## config.mk

```make
export PLATFORM = sky130hd
export DESIGN_NAME = div_sequencer
export DESIGN_NICKNAME = d
export VERILOG_FILES = /design/src/rtl/div_sequencer.sv
export SDC_FILE = /design/constraint.sdc
export NUM_CORES = 1
export LEC_CHECK = 0
export CAP_MARGIN = 20
export CELL_PAD_IN_SITES_DETAIL_PLACEMENT = 1
export CELL_PAD_IN_SITES_GLOBAL_PLACEMENT = 1
export CORE_AREA = 2 2 175 177
export CTS_CLUSTER_SIZE = 16
export DETAILED_ROUTE_END_ITERATION = 10
export DIE_AREA = 0 0 177 179
export GPL_ROUTABILITY_DRIVEN = 0
export HOLD_SLACK_MARGIN = 0.06
export MAX_ROUTING_LAYER = met4
export PLACE_DENSITY_LB_ADDON = 0.1
export SLEW_MARGIN = 20
export SYNTH_ARGS = -nofsm -noshare
export SYNTH_HDL_FRONTEND = slang
export SYNTH_SLANG_ARGS = --single-unit
```

## constraint.sdc

```tcl
create_clock -name clk -period 6.2 [get_ports clk]
set_clock_uncertainty 0.05 [all_clocks]
set_input_delay 1.24 -clock clk [delete_from_list [all_inputs] [get_ports clk]]
set_output_delay 1.24 -clock clk [all_outputs]
set_load 0.05 [all_outputs]
```

## src/rtl/div_sequencer.sv

```systemverilog
// Radix-2 restoring divide sequencer for DIV/DIVU in EX.
// Define DIV_EARLY_OUT_EN to finish at once when |opa| < |opb|.
module div_sequencer #(
   parameter int WIDTH = 32
) (
   input  logic             clk,
   input  logic             resetn,
   input  logic             div_start,
   input  logic             div_signed,
   input  logic [WIDTH-1:0] opa,
   input  logic [WIDTH-1:0] opb,
   input  logic             flush,
   output logic             div_stall,
   output logic             div_ready,
   output logic [WIDTH-1:0] quotient,
   output logic [WIDTH-1:0] remainder
);

   localparam int CW = $clog2(WIDTH);

   typedef enum logic [1:0] {
      IDLE,
      BUSY,
      DONE
   } state_t;

   state_t           state;
   logic [CW-1:0]    count;
   logic [WIDTH-1:0] rem;
   logic [WIDTH-1:0] dvd;
   logic [WIDTH-1:0] dvs;
   logic             sign_q;
   logic             sign_r;

   logic [WIDTH-1:0] mag_a;
   logic [WIDTH-1:0] mag_b;
   logic [WIDTH:0]   shifted;
   logic [WIDTH:0]   trial;
   logic             take;
   logic [WIDTH-1:0] rem_nx;
   logic [WIDTH-1:0] dvd_nx;
   logic             early;

   always_comb begin
      mag_a = (div_signed && opa[WIDTH-1]) ? -opa : opa;
      mag_b = (div_signed && opb[WIDTH-1]) ? -opb : opb;
`ifdef DIV_EARLY_OUT_EN
      early = (mag_b != '0) && (mag_a < mag_b);
`else
      early = 1'b0;
`endif
   end

   // rem < dvs always holds, so the difference fits WIDTH bits
   always_comb begin
      shifted = {rem, dvd[WIDTH-1]};
      trial   = shifted - {1'b0, dvs};
      take    = (shifted >= {1'b0, dvs});
      rem_nx  = take ? trial[WIDTH-1:0]
                     : shifted[WIDTH-1:0];
      dvd_nx  = {dvd[WIDTH-2:0], take};
   end

   assign div_stall = resetn && !flush &&
                      ((state == IDLE && div_start) ||
                       state == BUSY);

   always_ff @(posedge clk) begin
      if (!resetn) begin
         state     <= IDLE;
         count     <= '0;
         rem       <= '0;
         dvd       <= '0;
         dvs       <= '0;
         sign_q    <= 1'b0;
         sign_r    <= 1'b0;
         div_ready <= 1'b0;
         quotient  <= '0;
         remainder <= '0;
      end else begin
         div_ready <= 1'b0;
         if (flush) begin
            state <= IDLE;
         end else begin
            unique case (state)
               IDLE: begin
                  if (div_start) begin
                     rem    <= '0;
                     dvd    <= mag_a;
                     dvs    <= mag_b;
                     count  <= '0;
                     sign_q <= div_signed &
                               (opa[WIDTH-1] ^ opb[WIDTH-1]);
                     sign_r <= div_signed & opa[WIDTH-1];
                     if (mag_b == '0) begin
                        state     <= DONE;
                        div_ready <= 1'b1;
                        quotient  <= '1;
                        remainder <= opa;
                     end else if (early) begin
                        state     <= DONE;
                        div_ready <= 1'b1;
                        quotient  <= '0;
                        remainder <= opa;
                     end else begin
                        state <= BUSY;
                     end
                  end
               end
               BUSY: begin
                  rem   <= rem_nx;
                  dvd   <= dvd_nx;
                  count <= count + 1'b1;
                  if (count == CW'(WIDTH-1)) begin
                     state     <= DONE;
                     div_ready <= 1'b1;
                     quotient  <= sign_q ? -dvd_nx : dvd_nx;
                     remainder <= sign_r ? -rem_nx : rem_nx;
                  end
               end
               DONE: state <= IDLE;
               default: state <= IDLE;
            endcase
         end
      end
   end

endmodule
```

After elaboration in Yosys (flattened, before gate mapping)
Index checks and enable logic that the tools add are counted.
Word-level totals
  flip-flop bits (word level): 170
  input port bits: 69
  output and inout port bits: 66
  logic and storage cells: 69
Operators by class
  add/sub/neg operators: 6
  $lt $le $gt $ge: 1
  eq/ne operators: 5
  mux-type cells: 27
  bitwise gates (word level): 5
  reduce and logical (&&, ||, !) cells: 15
Operators by type and width (number)
  $mux 32: 13
  $pmux 32 s2: 4
  $neg 32->32: 4
  $ge 33x32->1: 1
  $logic_not 32->1: 1
  $sub 32x32->32: 1
  $pmux 5 s2: 1
  $mux 2: 3
  $reduce_and 3->1: 2
  $add 5x1->5 const B: 1
  $eq 5x5->1 const B: 1
  $logic_and 1x1->1: 5
  $mux 5: 1
  $reduce_and 5->1: 1
  $ne 2x1->1 const B: 2
  $pmux 2 s2: 1
  $mux 1: 3
  $and 1x1->1: 2
  $eq 2x1->1 const B: 1
  $logic_not 2->1: 1
  $ne 2x2->1 const B: 1
  $not 1->1: 2
  $pmux 1 s2: 1
  $reduce_and 2->1: 1
  other kinds (5): 5

Longest topological paths before layout
  depth in word-level cells: 6
  gate-level depth with buffers: 24
  mapped depth without buffers: 20

Least setup slack after synthesis
OpenSTA, ideal clock, no wires.
  path kind: reg-to-reg
  start: register rem[5]
  end: register remainder[26]
  arrival time: 4876 ps
  data required time: 6079 ps
  path slack: 1203 ps
  stages on the path, launching flop included: 23
  buffers on the path: 4
  clock period less this slack: 4997 ps
  cell sequence: dfxtp_1 > ha_1 > buf_2 > a21oi_1 > o21ai_0 > nand3_1 > a31oi_1 > o21a_1 > inv_1 > clkbuf_1 > clkbuf_1 > clkbuf_1 > nor2_1 > a21oi_1 > ha_1 > nand2_1 > nor3_1 > nand4_1 > or3_1 > o41a_1 > or2_1 > o311a_1 > a21oi_1
Between the ends
  cells in the longest elaborated chain, start to end: 6
  elaborated cells between the ends (all ways): 7
  those cells by class: add/sub (2); order compare (1); mux (4)
Ends and longest elaborated chain
  from (decl): RTL line 29  | logic [WIDTH-1:0] rem;
  from (signal assigned): RTL line 111  | rem <= rem_nx;
  $sub 32x32->32 / $ge 33x32->1 (equally long branches): RTL line 57, 58
  $mux 32 *: RTL line 59  | rem_nx = take ? trial[WIDTH-1:0]
  $neg 32->32: RTL line 118  | remainder <= sign_r ? -rem_nx : rem_nx;
  $mux 32 *: RTL line 118
  $mux 32 *: RTL line 114  | if (count == CW'(WIDTH-1)) begin
  $pmux 32 s2 *: RTL line 85  | unique case (state)
  to (signal assigned): RTL line 99  | remainder <= opa;
  to (signal assigned): RTL line 104  | remainder <= opa;
  to (signal assigned): RTL line 118
  to (decl): RTL line 16  | output logic [WIDTH-1:0] remainder
Mark *: on every way between the ends. The rest lies on a longest branch, timed or not. The select of a mux whose other input is x is not followed.
A chain may end at the register's enable or synchronous reset.

Worst setup path after layout
  start: register rem[6]
  end: register remainder[26]
The elaborated chain is that of the path after synthesis.

==> impl_metrics.toml <==
[cts]
post_cts_buffers = 0
cts_resized = 0
cts_buffers = 17
clockBufferDepth = 2
cts_tree = "done"
htree_levels = 4
clk_latency_ns = 0.44
hold_buffers = 0
clk_pin_slew_worst_paths_ns = 0.07
clock-sinks = 170
clockRootBuffer = "clkbuf_16"

[sta]
hold_viol = 0
finalCritPeriodShare = 0.853
slew_headroom = 0.339
timing.final.max_slew_violations = 0
worst_slack_ns = 0.911
setup_viol = 0
worst_pin_slew_ns = 0.991
rsz0062_at_grt = "no"
min_period_ns = 5.29
finalSetupTns_ns = 0
fmax_mhz = 189

[routing]
wl_met2_um = 20200
avgViaCountPerCell = 5.89
drt_first_pass_iters = 5
route.vias.total = 12702
wl_met3_um = 1260
drc = 0
wl_per_cell_um = 19.4
drt_iter0_drc = 617
met1_length_um = 19500
antenna_left = 0
highest_layer = "met4"
routed_wl_um = 41900

[power]
switching_power_mw = 1.26
power_frac_seq = 0.342
cellLeakagePower_nw = 5.33
power.share.clock = 0.307
p_sw_frac = 0.372
p_int_mw = 2.12
ir_worst_vdd_mv = 0.208
combPwrFrac = 0.351
fin_total_pwr_mw = 3.38
pwr_density_cell_mw_per_mm2 = 234

[yosys]
avgSynthCellArea_um2 = 7.31
yosysSeqAreaShare = 0.276
synth_cells = 1690
yosysTopAreaCellShare = 0.276
yosysTopAreaCell = "dfxtp_1"
synth.most_common_cell = "nor2_1"
yosys-top-cells-area = "dfxtp_1, nor2_1, a21oi_1"
ys_warn_count = 0
syn-cell-area_mm2 = 0.0123
async_reset_ff_frac = 0
synth_nets = 1799
ys.flop_type = "dfxtp_1"
synth_commonest_cells = "nor2_1, dfxtp_1, nand2_1"
synth_seq_cells = 170
synth_edf_count = 0
yosysUniqueCellTypes = 82

[min_path]
holdPathStages = 2
min_from = "dvs[9]"
min_to = "dvs[9]"
hp-class = "register to register"

[grt]
grt_pass1_vias = 12746
grt_usage = 0.273
antenna_found_initial = 1
grt_pass1_wl_um = 67400
grt_max_degree = 96
overflow = 0

[run]
cap_violations = 0

[floorplanning]
die_h_um = 179
die_area_mm2 = 0.0317
num_rows = 64
coreArea_mm2 = 0.0300
start_util = 0.411
io_pins = 135
die_x_um = 177

[worst_setup_path]
crit_arrival_ns = 5.59
r2r_slack_ns = 0.91
cp_data_required_time_ns = 6.50
reg2regPathDepth = 17
timing.rr.end = "remainder[26]"
cp_max_fo = 9
path_class = "register to register"
rr_startpoint = "rem[6]"
startpoint_type = "register"
end_kind = "register"

[cells_and_area]
num-fill-cells = 3750
fin_util = 0.481
drive_above_1_share = 0.0478
final-seq-area_mm2 = 0.00340
syn2layout_area_growth_pct = 17.0
multi_input_comb_area_mm2 = 0.00825
nets = 1858

[place]
io_buffers = 134
hpwlAfterDp_um = 31900
place_ws_ns = 0.674

[run_status]
status = "finished, final reports clean"
==> critical path, cell delays in order (launching register included) <==
cell and delay [ns]:
dfxtp_1 0.37, ha_1 0.49, nand2_1 0.16, o21ai_0 0.44, nand3_1 0.21, a31oi_1 0.26
o21a_1 0.46, inv_1 0.16, a21oi_1 0.31, ha_1 0.31, nand2_1 0.10, nor3_1 0.14
nand4_1 0.17, or3_1 0.35, o41a_1 0.39, or2_1 0.30, o311a_1 0.37, a21oi_1 0.14
==> cells by family after synthesis <==
logic type | synth area share
AOI/OAI and AO/OA | 0.273
adders and majority gates | 0.0411
buffers and inverters | 0.0580
DFF | 0.276
and+or+nand+nor | 0.237
xor gates and xnor gates | 0.0936
muxes | 0.0215
==> per-layer routing <==
metal,up-vias,global-route usage
li1,6239,-
met1,6172,0.340
met2,239,0.467
met3,52,0.0303
met4,0,0.0813
met5,-,-
==> worst max-delay path by stage <==
stage	end	slack, ns	start	cells past startpoint
floorplan	remainder[26]	1.20	rem[5]	22
global placement	remainder[22]	0.76	opb[0]	14
detailed placement	remainder[22]	0.67	opb[0]	14
CTS	quotient[30]	0.91	rem[19]	16
global route	quotient[30]	0.52	rem[19]	16
finish	remainder[26]	0.91	rem[6]	17
==> cell usage in the layout, fill, tap and decap left out, drive strengths merged, types with 17 or more instances in the layout <==
| cell type | synthesis | routed |
|---|---|---|
| a211oi | 42 | 42 |
| a21oi | 149 | 149 |
| a22oi | 17 | 17 |
| a31oi | 34 | 34 |
| buf | 29 | 21 |
| clkbuf | 86 | 22 |
| clkdlybuf4s50 | 0 | 134 |
| dfxtp | 170 | 170 |
| ha | 39 | 39 |
| inv | 61 | 62 |
| mux2i | 22 | 22 |
| nand2 | 153 | 153 |
| nand2b | 17 | 17 |
| nand3 | 25 | 25 |
| nand4 | 21 | 21 |
| nor2 | 227 | 227 |
| nor3 | 42 | 42 |
| nor4 | 27 | 27 |
| o21ai | 114 | 114 |
| o22ai | 50 | 50 |
| o31ai | 24 | 24 |
| xnor2 | 71 | 71 |
| xor2 | 61 | 61 |
==> cell type report <==
cell class,count,area share
antenna,1,0.000173
sequential,170,0.236
clock buffer,22,0.0328
clock inverter,7,0.00477
tap,396,0.0343
timing repair buffer,155,0.105
multi-input combinational,1344,0.572
inverter,61,0.0159
==> power groups by stage <==
stage | clock network, mW | registers (mW) | logic [mW]
2_1_floorplan | 0 | 1.17 | 0.829
3_3_place_gp | 0 | 1.18 | 1.15
3_5_place_dp | 0 | 1.18 | 1.17
4_1_cts | 1.06 | 1.16 | 1.18
5_1_grt | 1.10 | 1.16 | 1.31
6_report | 1.04 | 1.16 | 1.19
==> through the flow <==
stage | hold slack [ns] | cells | cell area [um2]
2_1_floorplan | 0.379 | 1690 | 12300
3_3_place_gp | 0.421 | 2126 | 13900
3_5_place_dp | 0.428 | 2126 | 13900
4_1_cts | 0.438 | 2155 | 14400
5_1_grt | 0.465 | 2156 | 14400
6_report | 0.433 | 2156 | 14400
==> state kept, by name, summed over array words and instances (netlist names) <==
name,cells
div_ready,1
dvd,32
state,2
sign_q,1
count,5
remainder,32
rem,32
quotient,32
dvs,32
sign_r,1
(Power assumes the default switching activity.)
